[src/rtl/umi_pack_unpack.sv]
// -----------------------------------------------------------------------------
// umi_pack_unpack
//
// Bit-exact encoder/decoder for the 256-bit UMI transaction packet. The pack
// path builds a packet from individual header fields (or passes a raw burst
// beat straight through). The unpack path splits a packet back into its
// fields. The two paths share nothing and may change in the same cycle.
// There is no handshake here; valid/ready belong to the instantiating adapter.
//
// Build option:
//   UMI_PACK_REG_EN  defined   -> every output is registered on rising clk
//                                 (1-cycle latency, full throughput) and
//                                 cleared asynchronously while nreset is low.
//                    undefined -> purely combinational; clk/nreset unused.
//
// Ports:
//   clk, nreset       clock and asynchronous active-low reset
//   write, command    pack: opcode byte = {command, write}
//   size, options     pack: log2(bytes) and user/option field
//   burst             pack: 1 = raw data beat, header inputs ignored
//   dstaddr, srcaddr  pack: 64-bit destination / source addresses
//   data              pack: payload (only [95:0] is carried in a header packet)
//   packet_out        packed 256-bit packet
//   packet_in         unpack: 256-bit packet, always decoded as a header
//   unp_*             decoded fields; unp_data is zero-extended to 256 bits
// -----------------------------------------------------------------------------
module umi_pack_unpack (
  input  logic         clk,
  input  logic         nreset,
  input  logic         write,
  input  logic [6:0]   command,
  input  logic [3:0]   size,
  input  logic [19:0]  options,
  input  logic         burst,
  input  logic [63:0]  dstaddr,
  input  logic [63:0]  srcaddr,
  input  logic [255:0] data,
  output logic [255:0] packet_out,
  input  logic [255:0] packet_in,
  output logic         unp_write,
  output logic [6:0]   unp_command,
  output logic [3:0]   unp_size,
  output logic [19:0]  unp_options,
  output logic [63:0]  unp_dstaddr,
  output logic [63:0]  unp_srcaddr,
  output logic [255:0] unp_data
);

  logic [255:0] pack_c;
  logic         unp_write_c;
  logic [6:0]   unp_command_c;
  logic [3:0]   unp_size_c;
  logic [19:0]  unp_options_c;
  logic [63:0]  unp_dstaddr_c;
  logic [63:0]  unp_srcaddr_c;
  logic [255:0] unp_data_c;

  // Pack: a burst beat is the raw payload; otherwise lay the fields out in
  // the header format. The low halves of the addresses sit in the first
  // 96 bits so a 32-bit-address consumer only ever needs the bottom of the
  // packet; the high halves live at the top above the 96-bit payload.
  always_comb begin
    pack_c = '0;
    if (burst) begin
      pack_c = data;
    end else begin
      pack_c[0]       = write;
      pack_c[7:1]     = command;
      pack_c[11:8]    = size;
      pack_c[31:12]   = options;
      pack_c[63:32]   = dstaddr[31:0];
      pack_c[95:64]   = srcaddr[31:0];
      pack_c[191:96]  = data[95:0];
      pack_c[223:192] = srcaddr[63:32];
      pack_c[255:224] = dstaddr[63:32];
    end
  end

  // Unpack: always interpreted as a header. Burst beats are consumed by the
  // adapter straight from packet_in, so no burst decode is needed here, and
  // opcodes are passed through without any legality checking.
  always_comb begin
    unp_write_c   = packet_in[0];
    unp_command_c = packet_in[7:1];
    unp_size_c    = packet_in[11:8];
    unp_options_c = packet_in[31:12];
    unp_dstaddr_c = {packet_in[255:224], packet_in[63:32]};
    unp_srcaddr_c = {packet_in[223:192], packet_in[95:64]};
    unp_data_c    = {160'b0, packet_in[191:96]};
  end

`ifdef UMI_PACK_REG_EN
  // Optional output pipeline stage: one register per output, cleared
  // asynchronously so a downstream adapter sees an all-zero (opcode 0x00)
  // packet the moment reset asserts.
  always_ff @(posedge clk or negedge nreset) begin
    if (!nreset) begin
      packet_out  <= '0;
      unp_write   <= 1'b0;
      unp_command <= '0;
      unp_size    <= '0;
      unp_options <= '0;
      unp_dstaddr <= '0;
      unp_srcaddr <= '0;
      unp_data    <= '0;
    end else begin
      packet_out  <= pack_c;
      unp_write   <= unp_write_c;
      unp_command <= unp_command_c;
      unp_size    <= unp_size_c;
      unp_options <= unp_options_c;
      unp_dstaddr <= unp_dstaddr_c;
      unp_srcaddr <= unp_srcaddr_c;
      unp_data    <= unp_data_c;
    end
  end
`else
  // Combinational build: outputs follow the inputs directly. clk and nreset
  // are kept on the port list so both builds share one footprint.
  logic unused_clk_rst;
  assign unused_clk_rst = clk ^ nreset;

  assign packet_out  = pack_c;
  assign unp_write   = unp_write_c;
  assign unp_command = unp_command_c;
  assign unp_size    = unp_size_c;
  assign unp_options = unp_options_c;
  assign unp_dstaddr = unp_dstaddr_c;
  assign unp_srcaddr = unp_srcaddr_c;
  assign unp_data    = unp_data_c;
`endif

endmodule

[config.mk]
export PLATFORM = sky130hd
export DESIGN_NAME = umi_pack_unpack
export DESIGN_NICKNAME = d
export VERILOG_FILES = /design/src/rtl/umi_pack_unpack.sv
export SDC_FILE = /design/constraint.sdc
export NUM_CORES = 1
export LEC_CHECK = 0
export CELL_PAD_IN_SITES_DETAIL_PLACEMENT = 0
export CELL_PAD_IN_SITES_GLOBAL_PLACEMENT = 1
export CORE_AREA = 2 2 530 532
export DETAILED_ROUTE_END_ITERATION = 12
export DIE_AREA = 0 0 532 534
export GPL_ROUTABILITY_DRIVEN = 0
export PLACE_DENSITY_LB_ADDON = 0.12
export SYNTH_ARGS = -nofsm -noshare
export SYNTH_HDL_FRONTEND = slang
export SYNTH_SLANG_ARGS = --single-unit
[constraint.sdc]
create_clock -name vclk -period 1.27
set_clock_uncertainty 0.1 [all_clocks]
set_input_delay 0.3175 -clock vclk [all_inputs]
set_output_delay 0.3175 -clock vclk [all_outputs]
set_load 0.1 [all_outputs]
==> key figures <==
Synth
  • Syn Inst Count: 701
  • Yosys top cell by area: buf_4
  • Unique masters post-synth: 5
  • Top cells by area, synth: buf_4, mux2_2, buf_6
  • Most frequent cell after synthesis: buf_4
  • Top cell type's share of synthesized area: 49.57%
  • Avg Inst Size Synth: 9.008 um^2
  • Sequential element share of the synthesized area: 0%
  • Most instantiated cells after synthesis: buf_4, mux2_2, buf_6
  • YS warnings: 0
  • Synthesized area: 6315 um^2

Die
  • Die ar.: 284100 um^2
  • Row count: 194
  • Core ar.: 278400 um^2
  • Die Y: 534 um
  • Die width: 532 um
  • IO Pins: 1347
  • Initial Utilization: 2.268%

Cells and area
  • Area growth from synthesis to final layout: 211.0%
  • Nets@finish: 1837
  • Share of cells above drive strength 1: 50.34%
  • # fillers: 32.55k
  • Final core utilization: 7.053%
  • Number of sequential cells: 0
  • Clk_buf instances: 0
  • Footprint of the multi-input gates: 4294 um^2
  • Seq. cell area: 0 um^2

Power and ir drop
  • Switching pwr: 8683 uW
  • Sequential share of power: 0%
  • Static Leak: 0.007357 uW
  • Total power: 13470 uW
  • VDD IR max: 0.0002977 V
  • Comb pwr share: 100.0%
  • Clock share of power: 0%
  • Internal power: 4784 uW
  • Pwr dens: 685.8 nW/um^2
  • Sw Share: 64.47%

Place
  • Pre-CTS WS: -0.7245 ns
  • Post-DP HPWL: 75900 um
  • # port buffers: 673

Critical path
  • Critical Path Start: burst
  • Worst-path cell with the longest stage delay: mux2_4
  • CP most frequent cell: buf_12
  • Worst Path Required: 0.85 ns
  • Setup crit start kind: input pin
  • Element type at the critical path end: output pin
  • Maximum fanout along the worst path: 8
  • CP arrival: 1.37 ns
  • CP Class: input pin to output pin
  • Critical-path cell list: buf_16 > buf_12 > clkbuf_16 > mux2_4 > buf_12
  • Max incr delay on CP: 0.32 ns
  • CP endpoint: packet_out[99]

Hold path
  • Worst hold path type: input pin to output pin

Timing
  • RSZ-0062 raised after global routing: yes
  • Final setup margin: -0.5152 ns
  • Max Slew Vio Count: 0
  • # setup viols final: 256
  • Fin crit period: 1.785 ns
  • Final Hold Fails: 0
  • Max Clock Freq: 560.2 MHz
  • Final Cycle Share: 140.6%

Global routing
  • Vias in the first global route: 7458
  • First-pass GRT wire length: 99280 um
  • Gr usage total: 5.472%
  • Initial antenna violation count: 63
  • Largest net degree at the start of global routing: 17
  • Global route overflow: 0

Route
  • TritonRoute pass-1 iters: 4
  • DR iter-0 viols: 124
  • Final antenna-violating net count: 0
  • Residual DRC count: 0
  • Via density per instance: 1.373
  • Post-Route WL: 84210 um
  • Via total after detailed routing: 6730
  • Avg WL per Cell: 17.18 um

Job
  • Max-Cap Viols: 0

Run status
  • Failing checks: negative setup slack
  • Status: finished, violations left
-- per-stage QoR --
step / cell area (um^2) / TNS, ns / hold WS (ns) / std cells
6_report: 19640 / -114.32 / 0.5350 / 4902
4_1_cts: 19390 / -122.78 / 0.5357 / 4879
5_1_grt: 19600 / -122.91 / 0.5351 / 4889
2_1_floorplan: 7381 / -59.57 / 0.7465 / 860
3_3_place_gp: 18240 / -160.83 / 0.5357 / 4855
3_5_place_dp: 18240 / -163.88 / 0.5357 / 4855
-- cells by family after synthesis --
| family | Yosys count | synth area share [%] |
|---|---|---|
| buffers and inverters | 444 | 54.29 |
| multiplexers | 256 | 45.65 |
| other | 1 | 0.05938 |
-- repair_timing --
action / CTS / global route
hold buffers: 0 / 0
setup endpoints to repair: 256 / 256
resized for setup: 260 / 43
cloned: 15 / 8
buffers inserted: 12 / 6
-- per-layer routing --
layer	vias up	part of all wire [%]	GRT usage [%]
li1	2737	-	-
met1	2896	25	3.985
met2	753	49	9.667
met3	278	20	4.899
met4	66	5.6	2.481
met5	-	0.66	0.4330
-- placed cells by master (no fill, tap or decap), drive strengths merged --
cell type	Yosys	routed
buf	444	319
mux2	256	256
diode	0	18
conb	1	160
bufbuf	0	1
dlymetal6s2s	0	10
clkbuf	0	8
clkdlybuf4s50	0	333
dlygate4sd2	0	73
-- critical path, delay by kind of cell --
kind	cells	cell delay, ns
buf+inv	4	0.67
mux	1	0.32
-- area by class of cell --
class                           instances  share of cell area (%)
Tap cell                             3724                   23.73
Multi-Input combinational cell        416                   21.87
Timing Repair Buffer                  744                   54.17
Antenna cell                           18                  0.2294
-- power groups by stage --
| stage | combinational [uW] | sequential (uW) | clock [uW] |
|---|---|---|---|
| 2_1_floorplan | 12200 | 0 | 0 |
| 3_3_place_gp | 13100 | 0 | 0 |
| 3_5_place_dp | 13100 | 0 | 0 |
| 4_1_cts | 13600 | 0 | 0 |
| 5_1_grt | 13800 | 0 | 0.000393 |
| 6_report | 13500 | 0 | 0.00168 |
-- how the worst min path moves through the flow --
stage              startpoint              to  slack [ns]  depth (start not counted)
6_report         packet_in[3]  unp_command[2]        0.54                          0
3_3_place_gp     packet_in[2]  unp_command[1]        0.54                          0
4_1_cts          packet_in[2]  unp_command[1]        0.54                          0
5_1_grt        packet_in[123]    unp_data[27]        0.54                          0
3_5_place_dp     packet_in[2]  unp_command[1]        0.54                          0
2_1_floorplan    packet_in[1]  unp_command[0]        0.75                          1
Note: power is estimated with default switching activity, not from simulation.
